<file path="src/rtl/spi_cmd_decoder_if.sv">
// Bus between the SPI word receiver, the command decoder and the raster
// control: incoming word stream, outgoing command slot and sticky errors.
interface spi_cmd_decoder_if #(
  parameter int CORDW = 16,
  parameter int OPW   = 4
);
  logic [CORDW-1:0] io_word;
  logic             io_word_valid;
  logic             io_cs_active;
  logic             io_cmd_valid;
  logic             io_cmd_ready;
  logic [OPW-1:0]   io_cmd_op;
  logic [CORDW-1:0] io_cmd_x0;
  logic [CORDW-1:0] io_cmd_y0;
  logic [CORDW-1:0] io_cmd_x1;
  logic [CORDW-1:0] io_cmd_y1;
  logic             io_err_clear;
  logic             io_err_overflow;
  logic             io_err_abort;
  logic             io_err_opcode;

  // Decoder side
  modport slave (
    input  io_word, io_word_valid, io_cs_active, io_cmd_ready, io_err_clear,
    output io_cmd_valid, io_cmd_op, io_cmd_x0, io_cmd_y0, io_cmd_x1, io_cmd_y1,
           io_err_overflow, io_err_abort, io_err_opcode
  );

  // Word source / command consumer side
  modport master (
    output io_word, io_word_valid, io_cs_active, io_cmd_ready, io_err_clear,
    input  io_cmd_valid, io_cmd_op, io_cmd_x0, io_cmd_y0, io_cmd_x1, io_cmd_y1,
           io_err_overflow, io_err_abort, io_err_opcode
  );
endinterface

</file>
<file path="src/rtl/spi_cmd_decoder.sv">
// Parses the 16-bit SPI word stream into framed drawing commands and holds
// each finished command in a single valid/ready slot. The receiver cannot be
// stalled, so framing, resync on chip-select drop and overflow live here.
module spi_cmd_decoder #(
  parameter int CORDW = 16,
  parameter int OPW   = 4
) (
  input  logic              clock,
  input  logic              reset,
  spi_cmd_decoder_if.slave  bus
);

  localparam logic [OPW-1:0] OP_NOP   = OPW'(0);
  localparam logic [OPW-1:0] OP_LINE  = OPW'(1);
  localparam logic [OPW-1:0] OP_CLEAR = OPW'(2);
  localparam logic [OPW-1:0] OP_SWAP  = OPW'(3);

  typedef enum logic {S_HEADER, S_OPERAND} state_t;

  state_t           state;
  logic [2:0]       rem_cnt;
  logic [1:0]       opnd_idx;

  // Shadow (in-flight) command, separate from the held slot
  logic [OPW-1:0]   sh_op;
  logic [CORDW-1:0] sh_x0, sh_y0, sh_x1, sh_y1;

  logic [OPW-1:0]   nx_op;
  logic [CORDW-1:0] nx_x0, nx_y0, nx_x1, nx_y1;
  logic [OPW-1:0]   hdr_op;
  logic             word_ok;
  logic             start_pkt;
  logic             complete;
  logic             bad_op;
  logic             abort;
  logic             accept;
  logic             can_load;

  assign hdr_op   = bus.io_word[CORDW-1 -: OPW];
  assign word_ok  = bus.io_word_valid & bus.io_cs_active;
  assign accept   = bus.io_cmd_valid & bus.io_cmd_ready;
  assign can_load = ~bus.io_cmd_valid | bus.io_cmd_ready;

  // Decode the current word: next shadow contents and packet events
  always_comb begin
    nx_op     = sh_op;
    nx_x0     = sh_x0;
    nx_y0     = sh_y0;
    nx_x1     = sh_x1;
    nx_y1     = sh_y1;
    start_pkt = 1'b0;
    complete  = 1'b0;
    bad_op    = 1'b0;
    abort     = 1'b0;
    case (state)
      S_HEADER: begin
        if (word_ok) begin
          // A fresh header zeroes the shadow so unused operands read as 0
          nx_op = hdr_op;
          nx_x0 = '0;
          nx_y0 = '0;
          nx_x1 = '0;
          nx_y1 = '0;
          case (hdr_op)
            OP_NOP:            ;
            OP_LINE, OP_CLEAR: start_pkt = 1'b1;
            OP_SWAP:           complete  = 1'b1;
            default:           bad_op    = 1'b1;
          endcase
        end
      end
      S_OPERAND: begin
        if (!bus.io_cs_active) begin
          abort = 1'b1;
        end else if (bus.io_word_valid) begin
          case (opnd_idx)
            2'd0:    nx_x0 = bus.io_word;
            2'd1:    nx_y0 = bus.io_word;
            2'd2:    nx_x1 = bus.io_word;
            default: nx_y1 = bus.io_word;
          endcase
          complete = (rem_cnt == 3'd1);
        end
      end
      default: ;
    endcase
  end

  // Packet framing FSM: header/operand sequencing and operand counting
  always_ff @(posedge clock) begin
    if (reset) begin
      state    <= S_HEADER;
      rem_cnt  <= '0;
      opnd_idx <= '0;
    end else begin
      case (state)
        S_HEADER: begin
          if (start_pkt) begin
            state    <= S_OPERAND;
            rem_cnt  <= (hdr_op == OP_LINE) ? 3'd4 : 3'd1;
            opnd_idx <= '0;
          end
        end
        S_OPERAND: begin
          if (abort) begin
            state   <= S_HEADER;
            rem_cnt <= '0;
          end else if (bus.io_word_valid) begin
            rem_cnt  <= rem_cnt - 3'd1;
            opnd_idx <= opnd_idx + 2'd1;
            if (complete) state <= S_HEADER;
          end
        end
        default: state <= S_HEADER;
      endcase
    end
  end

  // Shadow operand capture
  always_ff @(posedge clock) begin
    if (reset) begin
      sh_op <= '0;
      sh_x0 <= '0;
      sh_y0 <= '0;
      sh_x1 <= '0;
      sh_y1 <= '0;
    end else begin
      sh_op <= nx_op;
      sh_x0 <= nx_x0;
      sh_y0 <= nx_y0;
      sh_x1 <= nx_x1;
      sh_y1 <= nx_y1;
    end
  end

  // Output slot: load on completion when free or draining, else hold
  always_ff @(posedge clock) begin
    if (reset) begin
      bus.io_cmd_valid <= 1'b0;
      bus.io_cmd_op    <= '0;
      bus.io_cmd_x0    <= '0;
      bus.io_cmd_y0    <= '0;
      bus.io_cmd_x1    <= '0;
      bus.io_cmd_y1    <= '0;
    end else if (complete && can_load) begin
      bus.io_cmd_valid <= 1'b1;
      bus.io_cmd_op    <= nx_op;
      bus.io_cmd_x0    <= nx_x0;
      bus.io_cmd_y0    <= nx_y0;
      bus.io_cmd_x1    <= nx_x1;
      bus.io_cmd_y1    <= nx_y1;
    end else if (accept) begin
      bus.io_cmd_valid <= 1'b0;
    end
  end

  // Sticky error flags; a new event in the clear cycle keeps the flag set
  always_ff @(posedge clock) begin
    if (reset) begin
      bus.io_err_overflow <= 1'b0;
      bus.io_err_abort    <= 1'b0;
      bus.io_err_opcode   <= 1'b0;
    end else begin
      bus.io_err_overflow <= (complete & ~can_load) |
                             (bus.io_err_overflow & ~bus.io_err_clear);
      bus.io_err_abort    <= abort  | (bus.io_err_abort  & ~bus.io_err_clear);
      bus.io_err_opcode   <= bad_op | (bus.io_err_opcode & ~bus.io_err_clear);
    end
  end

endmodule

</file>
<file path="src/flat_wrapper.sv">
// flat-port wrapper written by rule: the top's interface ports become plain ports
module spi_cmd_decoder_flat 
#(
  parameter int CORDW = 16,
  parameter int OPW   = 4
)
  (clock, reset, bus_io_word, bus_io_word_valid, bus_io_cs_active, bus_io_cmd_ready, bus_io_err_clear, bus_io_cmd_valid, bus_io_cmd_op, bus_io_cmd_x0, bus_io_cmd_y0, bus_io_cmd_x1, bus_io_cmd_y1, bus_io_err_overflow, bus_io_err_abort, bus_io_err_opcode);
  spi_cmd_decoder_if #(.CORDW(CORDW), .OPW(OPW)) bus_i ();
  input  logic clock;
  input  logic reset;
  input wire logic [$bits(bus_i.io_word)-1:0] bus_io_word;
  input wire logic [$bits(bus_i.io_word_valid)-1:0] bus_io_word_valid;
  input wire logic [$bits(bus_i.io_cs_active)-1:0] bus_io_cs_active;
  input wire logic [$bits(bus_i.io_cmd_ready)-1:0] bus_io_cmd_ready;
  input wire logic [$bits(bus_i.io_err_clear)-1:0] bus_io_err_clear;
  output wire logic [$bits(bus_i.io_cmd_valid)-1:0] bus_io_cmd_valid;
  output wire logic [$bits(bus_i.io_cmd_op)-1:0] bus_io_cmd_op;
  output wire logic [$bits(bus_i.io_cmd_x0)-1:0] bus_io_cmd_x0;
  output wire logic [$bits(bus_i.io_cmd_y0)-1:0] bus_io_cmd_y0;
  output wire logic [$bits(bus_i.io_cmd_x1)-1:0] bus_io_cmd_x1;
  output wire logic [$bits(bus_i.io_cmd_y1)-1:0] bus_io_cmd_y1;
  output wire logic [$bits(bus_i.io_err_overflow)-1:0] bus_io_err_overflow;
  output wire logic [$bits(bus_i.io_err_abort)-1:0] bus_io_err_abort;
  output wire logic [$bits(bus_i.io_err_opcode)-1:0] bus_io_err_opcode;
  assign bus_i.io_word = bus_io_word;
  assign bus_i.io_word_valid = bus_io_word_valid;
  assign bus_i.io_cs_active = bus_io_cs_active;
  assign bus_i.io_cmd_ready = bus_io_cmd_ready;
  assign bus_i.io_err_clear = bus_io_err_clear;
  assign bus_io_cmd_valid = bus_i.io_cmd_valid;
  assign bus_io_cmd_op = bus_i.io_cmd_op;
  assign bus_io_cmd_x0 = bus_i.io_cmd_x0;
  assign bus_io_cmd_y0 = bus_i.io_cmd_y0;
  assign bus_io_cmd_x1 = bus_i.io_cmd_x1;
  assign bus_io_cmd_y1 = bus_i.io_cmd_y1;
  assign bus_io_err_overflow = bus_i.io_err_overflow;
  assign bus_io_err_abort = bus_i.io_err_abort;
  assign bus_io_err_opcode = bus_i.io_err_opcode;
  spi_cmd_decoder #(.CORDW(CORDW), .OPW(OPW)) u_core (.clock(clock), .reset(reset), .bus(bus_i));
endmodule
</file>
<file path="config.mk">
export PLATFORM = sky130hd
export DESIGN_NAME = spi_cmd_decoder_flat
export DESIGN_NICKNAME = d
export VERILOG_FILES = /design/src/rtl/spi_cmd_decoder_if.sv /design/src/rtl/spi_cmd_decoder.sv /design/src/flat_wrapper.sv
export SDC_FILE = /design/constraint.sdc
export NUM_CORES = 1
export LEC_CHECK = 0
export CORE_UTILIZATION = 35
export CTS_CLUSTER_DIAMETER = 60
export DETAILED_ROUTE_END_ITERATION = 10
export HOLD_SLACK_MARGIN = 0.03
export PLACE_DENSITY = 0.53
export SYNTH_ARGS = -nofsm -noshare
export SYNTH_HDL_FRONTEND = slang
export SYNTH_SLANG_ARGS = --single-unit
</file>
<file path="constraint.sdc">
create_clock -name clock -period 5.2 [get_ports clock]
set_input_delay 1.04 -clock clock [delete_from_list [all_inputs] [get_ports clock]]
set_output_delay 1.04 -clock clock [all_outputs]
set_load 0.05 [all_outputs]
</file>
==> results.txt <==
Status: finished clean
Synth area leader: dfxtp_1
DR vias/cell: 5.268
Comb power frac: 0.060
Sequential fraction of the synthesis area: 0.5048
Crit-path cells: clkdlybuf4s50_1, nor2_2, a41o_2, and2_2, buf_4, a211oi_1
Crit-path slowest cell: and2_2
Hold WC Path Type: flip-flop to flip-flop
CP Data Required Time: 5480 ps
RSZ-0062 raised after global routing: false
Largest family of logic cells by synthesized area: compound AO/OA/AOI/OAI gates
Post-Synth Simple-Gate Area: 0.08578
Synth Area per Inst: 9.105 µm²
Die ar.: 17060 µm²
Net Sw Frac: 0.2263
Clk slew on worst S/H paths: 50 ps
Port bufs: 93
Ports: 94
Syn Inst Count: 636
Cell family with most CP delay: buffers and inverters
Largest net degree at the start of global routing: 72
Most common cell after layout, fill and taps aside: dfxtp_1
P_int: 1.888 mW
Slew headroom: 0.2668
P&R area growth vs syn: 26.43%
F_max: 308.6 MHz
Residual DRC: 0
P per Cell Area: 333.4 nW/µm²
Congestion Overflow GR: 0
Total Nets Final: 721
Tot GR Track Use: 0.2050
Maximum fanout along the worst path: 35
Post-route antenna net violation count: 0
Slew @ Worst Pin: 1098 ps
Area occupied by registers: 2923 µm²
GR Util met1: 0.2784
Adder-Cell Fraction of Synth Area: 0.01296
Endpoints failing hold: 0
Most frequent cells in the layout: dfxtp_1, clkdlybuf4s50_1, a21oi_1
ANT cells: 0
Synth Area in Compound Gates: 0.3280
P_sw: 0.5522 mW
Met3 Usage GRT: 0.04805
CTS Sinks: 146
Vias: 4852
Post-CTS Setup Inserts: 0
Flops & latches, synth: 146
Hold-fix buffers, CTS: 0
Layout Skew: 4.326 ps
Grt met2 use: 0.3069
Critical path launch point: bus_io_word[14]
Max stage delay on crit path: 680 ps
Minimum clock period: 3241 ps
Setup Viol. Count Final: 0
Dpl hpwl: 10520 µm
Final GP Congestion: 0.8178
Mapped Area: 5791 µm²
Layer with the highest usage: met2
Layout cells sized above 1: 0.08652
Crit path buf inv count: 2
Mux cell area share after synthesis: 0.008859
Leakage: 2.405 nW
CP Capture Type: flip-flop
Crit Path Category: primary input to flip-flop
Synth warn: 0
Core area: 16000 µm²
Skew-Pair Late Insertion Delay: 420 ps
Resized Gates After CTS: 0
Xor and xnor fraction of the mapped netlist area: 0.001513
Post-Syn Nets: 664
Initial antenna violation count: 0
Worst EP arrival: 3520 ps
Effective utilization at floorplan: 0.3619
Clk buf depth: 2
Worst VDD drop: 0.0002327 V
WL final: 16150 µm
Setup TNS: 0 ps
Filler instances: 1560
DIE WIDTH: 130.6 µm
Unique masters post-synth: 38
CTS buffer count: 17
Die span in y: 130.6 µm
DR WL/cell: 17.53 µm
CTS tree: done
Crit start category: primary input
Rows: 46
Max-cap violations: 0
Part of the power in the clock network: 0.475
Initial drt markers: 393
Pwr Total: 2.441 mW
Clock H-tree levels: 4
Synth top area cells: dfxtp_1, o21a_1, a21oi_1
Multi-input combinational cell area: 2539 µm²
Area fraction of the dominant cell type after synthesis: 0.5048
FF-to-FF Start: u_core.state
Hold_sp: u_core.rem_cnt[1]
DR pass1 iterations: 5
Sequential Power Share: 0.465
Vias in the first global route: 4652
First-pass GRT wire length: 26070 µm
Root Driver: clkbuf_16
Tcrit/Tclk final: 0.6232
Max-slew violations: 0
[cells by family after synthesis]
group,count (synthesis)
fa+ha+maj,6
buf+inv,75
compound gates,286
xor+xnor,1
simple gates,117
flops,146
mux,5
[state kept, by name, indices dropped and copies added, names as in the netlist, 2 cells and up]
signal                cells
u_core.opnd_idx           2
u_core.bus.io_cmd_x0     16
u_core.bus.io_cmd_x1     16
u_core.bus.io_cmd_y0     16
u_core.sh_x0             16
u_core.bus.io_cmd_op      4
u_core.sh_y0             16
u_core.sh_y1             16
u_core.sh_x1             16
u_core.bus.io_cmd_y1     16
u_core.rem_cnt            3
u_core.sh_op              4
[worst paths after layout]
path | cells after the start | to | slack, ps
setup / recovery | 6 | u_core.bus.io_cmd_y1[0] | 1960
hold reg to reg | 2 | u_core.rem_cnt[1] | 460
setup reg to reg | 6 | u_core.bus.io_cmd_y1[0] | 2710
hold / removal | 2 | u_core.rem_cnt[1] | 460
[area by class of cell]
type / instances / share of cell area
flip-flops and latches: 146 / 0.3992
multi-input cells: 415 / 0.3468
repair buffers: 100 / 0.1340
clock buffers: 26 / 0.06956
well taps: 216 / 0.03692
clock inverters: 5 / 0.006836
inverters: 13 / 0.006666
[layer usage]
metal	share of wire	vias to the layer above
met5	0	-
met4	0.023	0
met3	0.049	25
met2	0.45	126
met1	0.48	2320
li1	-	2381
[power by group through the flow]
| stage | clock network, mW | logic [mW] | registers [mW] |
|---|---|---|---|
| 2_1_floorplan | 0 | 0.0682 | 1.18 |
| 3_3_place_gp | 0 | 0.146 | 1.16 |
| 3_5_place_dp | 0 | 0.148 | 1.16 |
| 4_1_cts | 1.18 | 0.148 | 1.13 |
| 5_1_grt | 1.23 | 0.159 | 1.13 |
| 6_report | 1.16 | 0.147 | 1.13 |
[metrics by stage]
stage	std cells	cell area [µm²]	setup slack, ps	utilization	hold WS, ps
CTS	921	7321	1986	0.4575	459.5
detailed placement	890	6761	1524	0.4226	452.0
global placement	890	6761	1584	0.4226	442.3
finish	921	7321	1959	0.4575	455.5
global route	921	7321	1791	0.4575	484.6
floorplan	636	5791	2826	-	431.9
[synthesized netlist by cell type]
| cell type | instances |
|---|---|
| dfxtp_1 | 146 |
| a21oi_1 | 91 |
| nor2_1 | 72 |
| o21a_1 | 61 |
| a211oi_1 | 49 |
| o21ai_0 | 45 |
| clkbuf_1 | 43 |
| nand2_1 | 24 |
| a211oi_2 | 20 |
| inv_1 | 13 |
| buf_2 | 10 |
| a31oi_1 | 6 |
| ha_1 | 6 |
| a22oi_1 | 5 |
| buf_6 | 4 |
| mux2i_1 | 4 |
| nand3_1 | 4 |
| o22ai_1 | 4 |
| buf_4 | 3 |
| nor2b_1 | 3 |
| a311oi_1 | 2 |
| and2_1 | 2 |
| and2b_1 | 2 |
| and3_1 | 2 |
| nor2_2 | 2 |
| a41o_1 | 1 |
| and3b_1 | 1 |
| and4b_1 | 1 |
| buf_1 | 1 |
| clkbuf_2 | 1 |
| mux2_2 | 1 |
| nand2_2 | 1 |
| nand2b_1 | 1 |
| nor4_1 | 1 |
| o211ai_1 | 1 |
| o21bai_1 | 1 |
| or4_1 | 1 |
| xor2_1 | 1 |
[tightest hold or removal path: stages (launching register included)]
cell and delay, ps:
dfxtp_1 310, nand2_1 50, a21oi_1 50
Note: power is estimated with default switching activity, not from simulation.
